$ cat config.mk
export PLATFORM = sky130hd
export DESIGN_NAME = sp_ram_bytewe
export DESIGN_NICKNAME = d
export VERILOG_FILES = /design/src/rtl/sp_ram_bytewe_pkg.sv /design/src/rtl/sp_ram_bytewe_array.sv /design/src/rtl/sp_ram_bytewe.sv
export SDC_FILE = /design/constraint.sdc
export NUM_CORES = 1
export LEC_CHECK = 0
export CORE_UTILIZATION = 25
export CTS_CLUSTER_DIAMETER = 150
export DETAILED_ROUTE_END_ITERATION = 12
export PLACE_DENSITY_LB_ADDON = 0.08
export SLEW_MARGIN = 20
export SYNTH_ARGS = -nofsm -noshare
export SYNTH_HDL_FRONTEND = slang
export SYNTH_SLANG_ARGS = --single-unit
export TNS_END_PERCENT = 50
$ cat constraint.sdc
create_clock -name clk -period 6.3 [get_ports clk]
set_input_delay 0.945 -clock clk [delete_from_list [all_inputs] [get_ports clk]]
set_output_delay 0.945 -clock clk [all_outputs]
set_load 0.02 [all_outputs]
$ cat src/rtl/sp_ram_bytewe_pkg.sv
// Shared types and size helpers for the byte-write-enable scratch RAM.
// Imported by both the storage array and the top-level wrapper.
package sp_ram_pkg;

  typedef enum logic {
    ST_CLEAR = 1'b0,
    ST_IDLE  = 1'b1
  } state_e;

  localparam int RDW_READ_FIRST  = 0;
  localparam int RDW_WRITE_FIRST = 1;

  function automatic int calc_nb(input int data_w, input int byte_w);
    return data_w / byte_w;
  endfunction

  function automatic int calc_depth(input int addr_w);
    return 1 << addr_w;
  endfunction

endpackage

$ cat src/rtl/sp_ram_bytewe_array.sv
// Single-port storage with byte-masked writes and a selectable read-during-write result.
// q is registered: it reflects the access of the previous enabled cycle.
module sp_ram_array
  import sp_ram_pkg::*;
#(
  parameter int DATA_W   = 32,
  parameter int BYTE_W   = 8,
  parameter int ADDR_W   = 4,
  parameter int RDW_MODE = RDW_READ_FIRST,
  localparam int NB      = calc_nb(DATA_W, BYTE_W),
  localparam int DEPTH   = calc_depth(ADDR_W)
) (
  input  logic              clk,
  input  logic              en,
  input  logic              we,
  input  logic [ADDR_W-1:0] addr,
  input  logic [NB-1:0]     be,
  input  logic [DATA_W-1:0] din,
  output logic [DATA_W-1:0] q
);

  logic [DATA_W-1:0] mem [DEPTH];
  logic [DATA_W-1:0] old_w;
  logic [DATA_W-1:0] merged;

  assign old_w = mem[addr];

  // For a read, merged collapses to the stored word, so the RDW mux is harmless there.
  always_comb begin
    merged = old_w;
    for (int i = 0; i < NB; i++) begin
      if (we && be[i]) merged[i*BYTE_W +: BYTE_W] = din[i*BYTE_W +: BYTE_W];
    end
  end

  always_ff @(posedge clk) begin
    if (en) begin
      if (we) mem[addr] <= merged;
      q <= (RDW_MODE == RDW_WRITE_FIRST) ? merged : old_w;
    end
  end

endmodule

$ cat src/rtl/sp_ram_bytewe.sv
// Byte-write-enable single-port RAM with a post-reset/on-demand clear sweep and a dout_vld strobe.
// Handshake: a request is taken in any cycle where req=1 and busy=0; its data returns with one dout_vld pulse.
module sp_ram_bytewe
  import sp_ram_pkg::*;
#(
  parameter int          DATA_W   = 32,
  parameter int          BYTE_W   = 8,
  parameter int          ADDR_W   = 4,
  parameter int          OUT_REG  = 0,
  parameter int          RDW_MODE = RDW_READ_FIRST,
  parameter logic [DATA_W-1:0] CLR_VAL = '0,
  localparam int         NB       = calc_nb(DATA_W, BYTE_W)
) (
  input  logic              clk,
  input  logic              rst,
  input  logic              clr,
  input  logic              req,
  input  logic              we,
  input  logic [ADDR_W-1:0] addr,
  input  logic [NB-1:0]     be,
  input  logic [DATA_W-1:0] din,
  output logic [DATA_W-1:0] dout,
  output logic              dout_vld,
  output logic              busy
);

  state_e            state;
  logic [ADDR_W-1:0] clr_addr;
  logic              clr_wr;
  logic              accept;
  logic              ram_en;
  logic              ram_we;
  logic [ADDR_W-1:0] ram_addr;
  logic [NB-1:0]     ram_be;
  logic [DATA_W-1:0] ram_din;
  logic [DATA_W-1:0] ram_q;
  logic [DATA_W-1:0] hold;
  logic              vld1;

  assign busy   = (state == ST_CLEAR);
  assign clr_wr = busy & ~rst;
  assign accept = req & ~busy & ~rst;

  always_ff @(posedge clk) begin
    if (rst) begin
      state    <= ST_CLEAR;
      clr_addr <= '0;
    end else begin
      case (state)
        ST_CLEAR: begin
          if (clr) begin
            clr_addr <= '0;
          end else if (clr_addr == {ADDR_W{1'b1}}) begin
            state    <= ST_IDLE;
            clr_addr <= '0;
          end else begin
            clr_addr <= clr_addr + 1'b1;
          end
        end
        default: begin
          if (clr) begin
            state    <= ST_CLEAR;
            clr_addr <= '0;
          end
        end
      endcase
    end
  end

  // The sweep owns the port while busy; user requests are dropped there.
  assign ram_en   = accept | clr_wr;
  assign ram_we   = busy ? 1'b1 : we;
  assign ram_addr = busy ? clr_addr : addr;
  assign ram_be   = busy ? {NB{1'b1}} : be;
  assign ram_din  = busy ? CLR_VAL : din;

  sp_ram_array #(
    .DATA_W   (DATA_W),
    .BYTE_W   (BYTE_W),
    .ADDR_W   (ADDR_W),
    .RDW_MODE (RDW_MODE)
  ) u_array (
    .clk  (clk),
    .en   (ram_en),
    .we   (ram_we),
    .addr (ram_addr),
    .be   (ram_be),
    .din  (ram_din),
    .q    (ram_q)
  );

  // hold keeps the last returned word so dout is stable between strobes.
  always_ff @(posedge clk) begin
    if (rst) begin
      vld1 <= 1'b0;
      hold <= '0;
    end else begin
      vld1 <= accept;
      if (vld1) hold <= ram_q;
    end
  end

  generate
    if (OUT_REG != 0) begin : g_out_reg
      logic vld2;
      always_ff @(posedge clk) begin
        if (rst) vld2 <= 1'b0;
        else     vld2 <= vld1;
      end
      assign dout     = hold;
      assign dout_vld = vld2;
    end else begin : g_out_comb
      assign dout     = vld1 ? ram_q : hold;
      assign dout_vld = vld1;
    end
  endgenerate

endmodule

**After elaboration in Yosys (flattened, before gate mapping)**

Memories as Yosys holds them, arrays and structs flattened.
Index checks and enable logic that the tools add are counted.

- Register bits: 70
- Bits in writable memories: 512
- Input port bits: 45
- Output and inout bits: 34
- Memories: 1

- Add/subtract/negate cells: 1
- Equal/unequal tests: 2
- Mux-type cells: 20
- Bitwise gates (word level): 6
- Reduce and logical (&&, ||, !) cells: 4

Memories:

| name | words | bits a word | read ports | clocked after memory_dff | write ports | RTL line | text |
|---|---|---|---|---|---|---|---|
| u_array.mem | 16 | 32 | 1 | 0 | 1 | sp_ram_bytewe_array.sv:22 | `logic [DATA_W-1:0] mem [DEPTH];` |

Operators with widths:

| operator | count |
|---|---|
| 32-bit 2-to-1 mux | 2 |
| 8-bit 2-to-1 mux | 4 |
| 4-bit 2-to-1 mux | 6 |
| 1-bit 2-to-1 mux | 8 |
| 4-bit by 1-bit adder with 4-bit output (second input constant) | 1 |
| 4-bit == test (second input constant) | 1 |
| 1-bit logical AND | 4 |
| 1-bit AND | 3 |
| 2-bit inequality test (second input constant) | 1 |
| 1-bit inverter | 2 |
| 1-bit bitwise OR | 1 |

**Depth between registers and ports, before layout**

Gate-level depths: netlist of run 1.

- Depth after elaboration: 5
- Mapped depth: 9

**Modules after synthesis**

A second synthesis of run 1 with hierarchy kept.

- Cell total of the unflattened synthesis: 1094
- Area total of the unflattened synthesis: 22902.0 µm²

Modules (own cells, without submodules):

| module | instances | cells each | area each (µm²) | seq. area each (µm²) |
|---|---|---|---|---|
| sp_ram_array | 1 | 920 | 20996.4 | 16335.7 |
| sp_ram_bytewe | 1 | 174 | 1905.6 | 760.7 |

**Worst setup path after synthesis of run 1**

No wires, ideal clock.

- Path kind: input port to flip-flop
- From: input port addr[2]
- To: memory u_array.mem[10][0] (enable)
- Setup time: 421 ps
- Data arrival time: 2979 ps
- Data required time: 5879 ps
- Slack: 2900 ps
- Stages on the path: 4
- Buffers on the path: 1
- Cells stage by stage: nor2b_1 -> a21oi_1 -> clkbuf_1 -> nor2_1

- Word-level cells in the longest chain between the ends: 1

RTL lines:

| element | RTL line | text |
|---|---|---|
| start: declaration | sp_ram_bytewe.sv:19 | `input logic [ADDR_W-1:0] addr,` |
| 4-bit 2-to-1 mux | sp_ram_bytewe.sv:73 | `assign ram_addr = busy ? clr_addr : addr;` |
| end: declaration | sp_ram_bytewe_array.sv:22 |  |

No other way between the ends.

**Worst setup path after layout of run 1**

- From: register state
- To: memory u_array.mem[10][29] (data pin)

- Word-level cells in the longest chain between the ends: 3

RTL lines:

| element | RTL line | text |
|---|---|---|
| start: declaration | sp_ram_bytewe.sv:27 | `state_e state;` |
| start signal: assignment | sp_ram_bytewe.sv:46 | `state <= ST_CLEAR;` |
| start signal: assignment | sp_ram_bytewe.sv:54 | `state <= ST_IDLE;` |
| start signal: assignment | sp_ram_bytewe.sv:62 | `state <= ST_CLEAR;` |
| 4-bit 2-to-1 mux | sp_ram_bytewe.sv:73 |  |
| memory 16 x 32 bit | n/a |  |
| named net u_array.old_w[29] | sp_ram_bytewe_array.sv:23 | `logic [DATA_W-1:0] old_w;` |
| 8-bit 2-to-1 mux | sp_ram_bytewe_array.sv:32 | `if (we && be[i]) merged[i*BYTE_W +: BYTE_W] = din[i*BYTE_W +: BYTE_W];` |
| named net u_array.merged[29] | sp_ram_bytewe_array.sv:24 | `logic [DATA_W-1:0] merged;` |

The timed path passes the listed nets, and every way through them passes these cells.

==> flow_metrics.py, run 1 <==
metrics = {
    "layout": {
        "postLayoutCellArea_um2": 28700,
        "area_delta_synth_final_pct": 18.9,
        "nets": 1668,
        "final_common_cell": "edfxtp_1",
        "most-common-layout-cells": "544 x edfxtp_1, 263 x a21boi_0, 86 x o21a_1",
        "drive_gt1_frac": 0.162,
        "num-fill-cells": 9493,
        "fin_cells": 2937,
    },
    "power": {
        "power_switching_mw": 1.77,
        "combPwrFrac": 0.032,
        "leakagePower_nw": 9.30,
        "peakVddDrop_mv": 0.173,
        "seq_power_share": 0.512,
        "p_sw_frac": 0.214,
        "power_density_nw_per_um2": 288,
        "intPower_mw": 6.50,
        "clockPowerShare": 0.456,
    },
    "clocking": {
        "clk-insertion-delay-late_ns": 0.60,
        "cts_buffers": 68,
        "cts_root_buf": "clkbuf_16",
        "hold_buffers": 0,
        "htree_levels": 3,
        "cts.clk_slew.worst_paths_ns": 0.06,
        "cts.sinks": 582,
        "ctsResizeCount": 0,
        "cts_tree": "done",
        "cts_setup_buffers": 0,
        "clock_path_buffers": 3,
    },
    "worst_setup_path": {
        "crit_path_cell_trace": "buf_4 > nor2b_1 > a21o_1 > buf_4 > o41ai_1 > o2111ai_1 > a22o_1",
        "cpMostUsedCell": "buf_4",
        "path_max_fanout": 27,
        "path_delay_family": "compound AO/OA/AOI/OAI gates",
        "cp-start-kind": "flop",
        "crit_buf_inv": 2,
        "slowest_stage": "a21o_1",
        "cpPeakStageDelay_ns": 0.86,
        "crit_required_ns": 6.61,
        "criticalPathCategory": "reg2reg",
        "arrival_ns": 4.66,
        "critPathCaptureType": "flop",
    },
    "floorplanning": {
        "dieArea_um2": 97900,
        "rows": 113,
        "pin_count": 79,
        "die_y_um": 313,
        "die-width_um": 313,
        "start_util": 0.253,
        "core_um2": 95400,
    },
    "placed_design": {
        "port_buffers": 78,
        "pre_cts_ws_ns": 1.72,
        "hpwlAfterDp_um": 45500,
        "place_inst": 2817,
        "dpl-instance-area_um2": 26600,
        "routabilityCongestion": 0.727,
    },
    "logic_synthesis": {
        "synth_cell_types": 57,
        "synth_cells": 1549,
        "avgSynthCellArea_um2": 15.6,
        "synth-seq-area-share": 0.707,
        "synth_nets": 1595,
        "synth_top_cell_area_share": 0.676,
        "synth_ff_type": "edfxtp_1",
        "ys_warn_count": 0,
        "ys_top_cells_by_area": "edfxtp_1 68%, a21boi_0 8.2%, dfxtp_1 3.1%, o21a_1 2.7%, o41ai_1 2.2%",
        "synth_area_leader_cell": "edfxtp_1",
        "synth-async-reset-ratio": 0,
        "synth_edf_count": 544,
        "yosys_register_bits": 582,
        "syn_area_um2": 24200,
    },
    "sta": {
        "final.period_utilization": 0.690,
        "setup_viol": 0,
        "skew_ns": 0.0153,
        "clock.fmax_mhz": 230,
        "fin_setup_tns_ns": 0,
        "drv_slew": 0,
        "tightestPinTransition_ns": 1.11,
        "worst_slack_ns": 1.95,
        "hold_viol": 0,
        "rsz0062_at_grt": "no",
        "slew_headroom": 0.260,
        "fin_crit_ns": 4.35,
    },
    "detailed_routing": {
        "vias": 14400,
        "final_antenna_net_count": 0,
        "wl_um": 86000,
        "drt_iter0_drc": 1054,
        "wl_per_cell_um": 29.3,
        "drc": 0,
        "drtPass1Iterations": 5,
        "vias_per_cell": 4.92,
    },
    "status": {
        "status": "complete, no violations",
    },
    "grt": {
        "grt_max_degree": 107,
        "grt_antenna_before_repair": 4,
        "grt_pass1_wl_um": 120000,
        "grt_pass1_vias": 14600,
        "overflow": 0,
        "grt_use_total": 0.174,
    },
    "hold_path": {
        "hold_class": "reg2reg",
    },
    "job": {
        "maxCapViolations": 0,
    },
}
-- per-layer routing --
layer	track usage	wire length [um]	vias up
li1	-	-	6380
met1	0.246	40700	7658
met2	0.277	40200	311
met3	0.0275	3450	96
met4	0.0463	1550	0
met5	0	0	-
-- cells in the mapped netlist (2+ instances only) --
| library cell | number |
|---|---|
| a21bo_1 | 8 |
| a21bo_2 | 46 |
| a21boi_0 | 263 |
| a21boi_1 | 2 |
| a21o_1 | 9 |
| a21oi_1 | 20 |
| a22o_1 | 41 |
| a22oi_1 | 24 |
| a41o_1 | 3 |
| a41oi_1 | 11 |
| a41oi_2 | 8 |
| and3_1 | 2 |
| buf_1 | 7 |
| buf_2 | 25 |
| buf_4 | 9 |
| buf_6 | 13 |
| clkbuf_1 | 75 |
| dfxtp_1 | 38 |
| edfxtp_1 | 544 |
| inv_1 | 6 |
| mux2_2 | 32 |
| mux2i_1 | 2 |
| nand2_1 | 14 |
| nand3_1 | 10 |
| nand3b_2 | 2 |
| nand4_1 | 4 |
| nand4b_1 | 9 |
| nor2_1 | 25 |
| nor2b_1 | 34 |
| nor3_1 | 7 |
| nor4_1 | 22 |
| o2111ai_1 | 17 |
| o21a_1 | 86 |
| o21ai_0 | 43 |
| o22ai_1 | 2 |
| o41a_1 | 2 |
| o41ai_1 | 62 |
| or3_1 | 2 |
| or3b_1 | 2 |
-- layout make-up --
| class | count | area (um^2) | area share |
|---|---|---|---|
| flip-flops and latches | 582 | 17100 | 0.595 |
| multi-input cells | 831 | 6650 | 0.231 |
| clock buffers | 92 | 1880 | 0.0653 |
| well taps | 1265 | 1580 | 0.0551 |
| repair buffers | 133 | 1300 | 0.0453 |
| clock inverters | 26 | 195 | 0.00679 |
| inverters | 6 | 22.5 | 0.000784 |
| diodes | 2 | 5.00 | 0.000174 |
-- path summary, 6_finish.rpt --
kind | startpoint | endpoint | slack, ns | depth (start not counted)
max | state$_SDFF_PP0_ | u_array.mem[10][29]$_DFFE_PP_ | 1.95 | 7
min | hold[5]$_SDFF_PP0_ | hold[5]$_SDFF_PP0_ | 0.59 | 2
max reg2reg | state$_SDFF_PP0_ | u_array.mem[10][29]$_DFFE_PP_ | 1.95 | 7
min reg2reg | hold[5]$_SDFF_PP0_ | hold[5]$_SDFF_PP0_ | 0.59 | 2
-- power by group through the flow --
| stage | combinational [mW] | clock, mW | sequential, mW |
|---|---|---|---|
| after floorplan | 0.132 | 0 | 4.30 |
| after global placement | 0.271 | 0 | 4.31 |
| after detailed placement | 0.269 | 0 | 4.31 |
| after CTS | 0.269 | 3.89 | 4.23 |
| after global routing | 0.282 | 4.03 | 4.23 |
| final | 0.264 | 3.77 | 4.23 |
-- cells by family (layout without fill, tap and decap cells) --
family / count (synthesis) / after routing / synth area share
flops: 582 / 582 / 0.707
fa+ha+maj: 1 / 1 / 0.000518
xor+xnor: 1 / 1 / 0.000362
simple gates: 141 / 141 / 0.0348
mux: 34 / 34 / 0.0157
buf+inv: 136 / 257 / 0.0279
other cells: 0 / 2 / 0
compound gates: 654 / 654 / 0.213
-- through the flow --
step / hold slack (ns) / power (mW) / utilization
after global routing: 0.619 / 8.55 / 0.301
final: 0.590 / 8.27 / 0.301
after floorplan: 0.604 / 4.43 / -
after CTS: 0.598 / 8.39 / 0.301
after detailed placement: 0.582 / 4.58 / 0.279
after global placement: 0.570 / 4.58 / 0.278
-- tightest hold or removal path: stages (launching register included) --
cell	delay [ns]
dfxtp_1	0.30
mux2_2	0.15
nor2b_1	0.11
-- state kept, by name (all words and copies together), names as in the netlist --
name and count:
clr_addr 4, dout_vld 1, hold 32, state 1, u_array.mem 512, u_array.q 32
Power figures use the tool's default switching activity.
==> inputs of run 2 (changes only) <==
Clock period 6.3 ns to 3.6 ns, I/O delays scaled along.
==> run 2 against run 1 <==
Effect of this change: combinational power increased by 110%; non-clock buffer count grew 93; register-to-register slack lost 1.5 ns; largest power group unchanged; global-route usage increased by 0.16 points; utilization increased by 1.1 points; flip-flop and latch count is the same; routed wire length is 0.86% higher; first-iteration DRC count up 24%; clock power is 80% higher; sequential power grew 75%; total power rose by 78%; hold slack lost 0.39 ns.
==> flow_metrics.py, run 2 (same netlist as run 1, synthesis figures left out) <==
metrics = {
    "status": {
        "status": "complete, no violations",
    },
    "grt": {
        "grt_max_degree": 51,
        "overflow": 0,
        "grt_use_total": 0.176,
        "grt_pass1_wl_um": 121000,
        "grt_pass1_vias": 15000,
        "grt_antenna_before_repair": 3,
    },
    "floorplanning": {
        "rows": 113,
        "core_um2": 95400,
        "dieArea_um2": 97900,
        "pin_count": 79,
        "start_util": 0.253,
        "die-width_um": 313,
        "die_y_um": 313,
    },
    "power": {
        "fin_total_pwr_mw": 14.7,
        "power_density_nw_per_um2": 494,
        "peakVddDrop_mv": 0.303,
        "leakagePower_nw": 9.91,
    },
    "placed_design": {
        "hpwlAfterDp_um": 50000,
        "dpl-instance-area_um2": 27600,
        "port_buffers": 78,
        "routabilityCongestion": 0.733,
        "pre_cts_ws_ns": 0.0765,
    },
    "layout": {
        "final_common_cell": "edfxtp_1",
        "largest-register": "u_array.mem",
        "utilization": 0.312,
        "drive_gt1_frac": 0.207,
        "most-common-layout-cells": "544 x edfxtp_1, 263 x a21boi_0, 112 x buf_4",
        "area_delta_synth_final_pct": 23.4,
        "largest_reg_flops": 512,
        "reg_top3": "u_array.mem: 512 flops, hold: 32 flops, u_array.q: 32 flops",
        "nets": 1761,
        "postLayoutCellArea_um2": 29800,
    },
    "sta": {
        "worst_slack_ns": 0.452,
        "slew_headroom": 0.414,
        "final.period_utilization": 0.874,
        "skew_ns": 0.0341,
        "setup_viol": 0,
        "drv_slew": 0,
        "fin_crit_ns": 3.15,
        "rsz0062_at_grt": "no",
        "tightestPinTransition_ns": 0.876,
        "hold_viol": 0,
        "fin_setup_tns_ns": 0,
        "clock.fmax_mhz": 318,
    },
    "detailed_routing": {
        "drtPass1Iterations": 4,
        "vias": 14700,
        "wl_per_cell_um": 28.6,
        "wl_um": 86700,
        "vias_per_cell": 4.86,
        "drt_iter0_drc": 1302,
        "final_antenna_net_count": 0,
        "drc": 0,
    },
    "clocking": {
        "clock_path_buffers": 3,
        "hold_buffers": 0,
        "ctsResizeCount": 0,
        "cts_buffers": 68,
        "htree_levels": 3,
        "cts_root_buf": "clkbuf_16",
        "cts.sinks": 582,
        "cts_setup_buffers": 0,
        "cts_tree": "done",
        "clk-insertion-delay-late_ns": 0.63,
        "cts.clk_slew.worst_paths_ns": 0.06,
    },
    "hold_path": {
        "hold_class": "in2reg",
    },
    "worst_setup_path": {
        "criticalPathCategory": "reg2out",
        "path_max_fanout": 18,
        "crit_required_ns": 3.06,
        "cp-start-kind": "flop",
        "arrival_ns": 2.61,
        "critPathCaptureType": "primary output",
    },
    "job": {
        "maxCapViolations": 0,
    },
}
## run 2: cell count changes in the layout (fill, tap and decap cells not counted), moves of 2 or more
| cell | delta |
|---|---|
| a41oi_1 | +5 |
| a41oi_2 | -5 |
| buf_12 | +26 |
| buf_4 | +66 |
| clkbuf_1 | +2 |
| clkinv_1 | -6 |
| clkinv_4 | +2 |
| clkinv_8 | +2 |
| clkinvlp_4 | +2 |
## run 2: through the flow
| step | hold WS [ns] | std cells |
|---|---|---|
| 6_report | 0.201 | 3035 |
| 3_5_place_dp | 0.581 | 2909 |
| 4_1_cts | 0.170 | 3031 |
| 2_1_floorplan | 0.604 | 1549 |
| 3_3_place_gp | 0.571 | 2909 |
| 5_1_grt | 0.183 | 3032 |
## run 2: final timing paths
check | cells past startpoint | start | to | slack, ns
setup reg to reg | 7 | state$_SDFF_PP0_ | u_array.mem[15][29]$_DFFE_PP_ | 0.49
setup / recovery | 3 | dout_vld$_SDFF_PP0_ | dout[13] | 0.45
hold reg to reg | 2 | hold[24]$_SDFF_PP0_ | hold[24]$_SDFF_PP0_ | 0.59
hold / removal | 2 | rst | hold[20]$_SDFF_PP0_ | 0.20
## run 2: report_power, final
group	leakage [nW]	total, mW	switching (mW)	internal, mW
logic	3.04	0.544	0.344	0.200
registers	5.81	7.40	0.0272	7.37
clock network	1.06	6.79	2.81	3.98
total	9.91	14.7	3.18	11.6
## run 2: layout make-up
cell class | instances | area (um^2)
Sequential cell | 582 | 17100
Fill cell | 9355 | 65600
Antenna cell | 3 | 7.51
Clock inverter | 27 | 272
Clock buffer | 95 | 1900
Timing Repair Buffer | 226 | 2330
Inverter | 6 | 22.5
Tap cell | 1265 | 1580
Multi-Input combinational cell | 831 | 6600
## run 2: worst max-delay path: stages, from the launching register on
cell	delay (ns)
dfxtp_2	0.71
buf_4	0.29
mux2_2	0.41
clkdlybuf4s50_1	0.55
## run 2: layer usage
metal  GRT usage  part of all wire  wire length, um  vias to the layer above
li1            -                 -                -                     6585
met1       0.252              0.48            41500                     7701
met2       0.273              0.46            39600                      380
met3      0.0335             0.047             4090                       83
met4      0.0452             0.018             1520                        0
met5           0                 0                0                        -
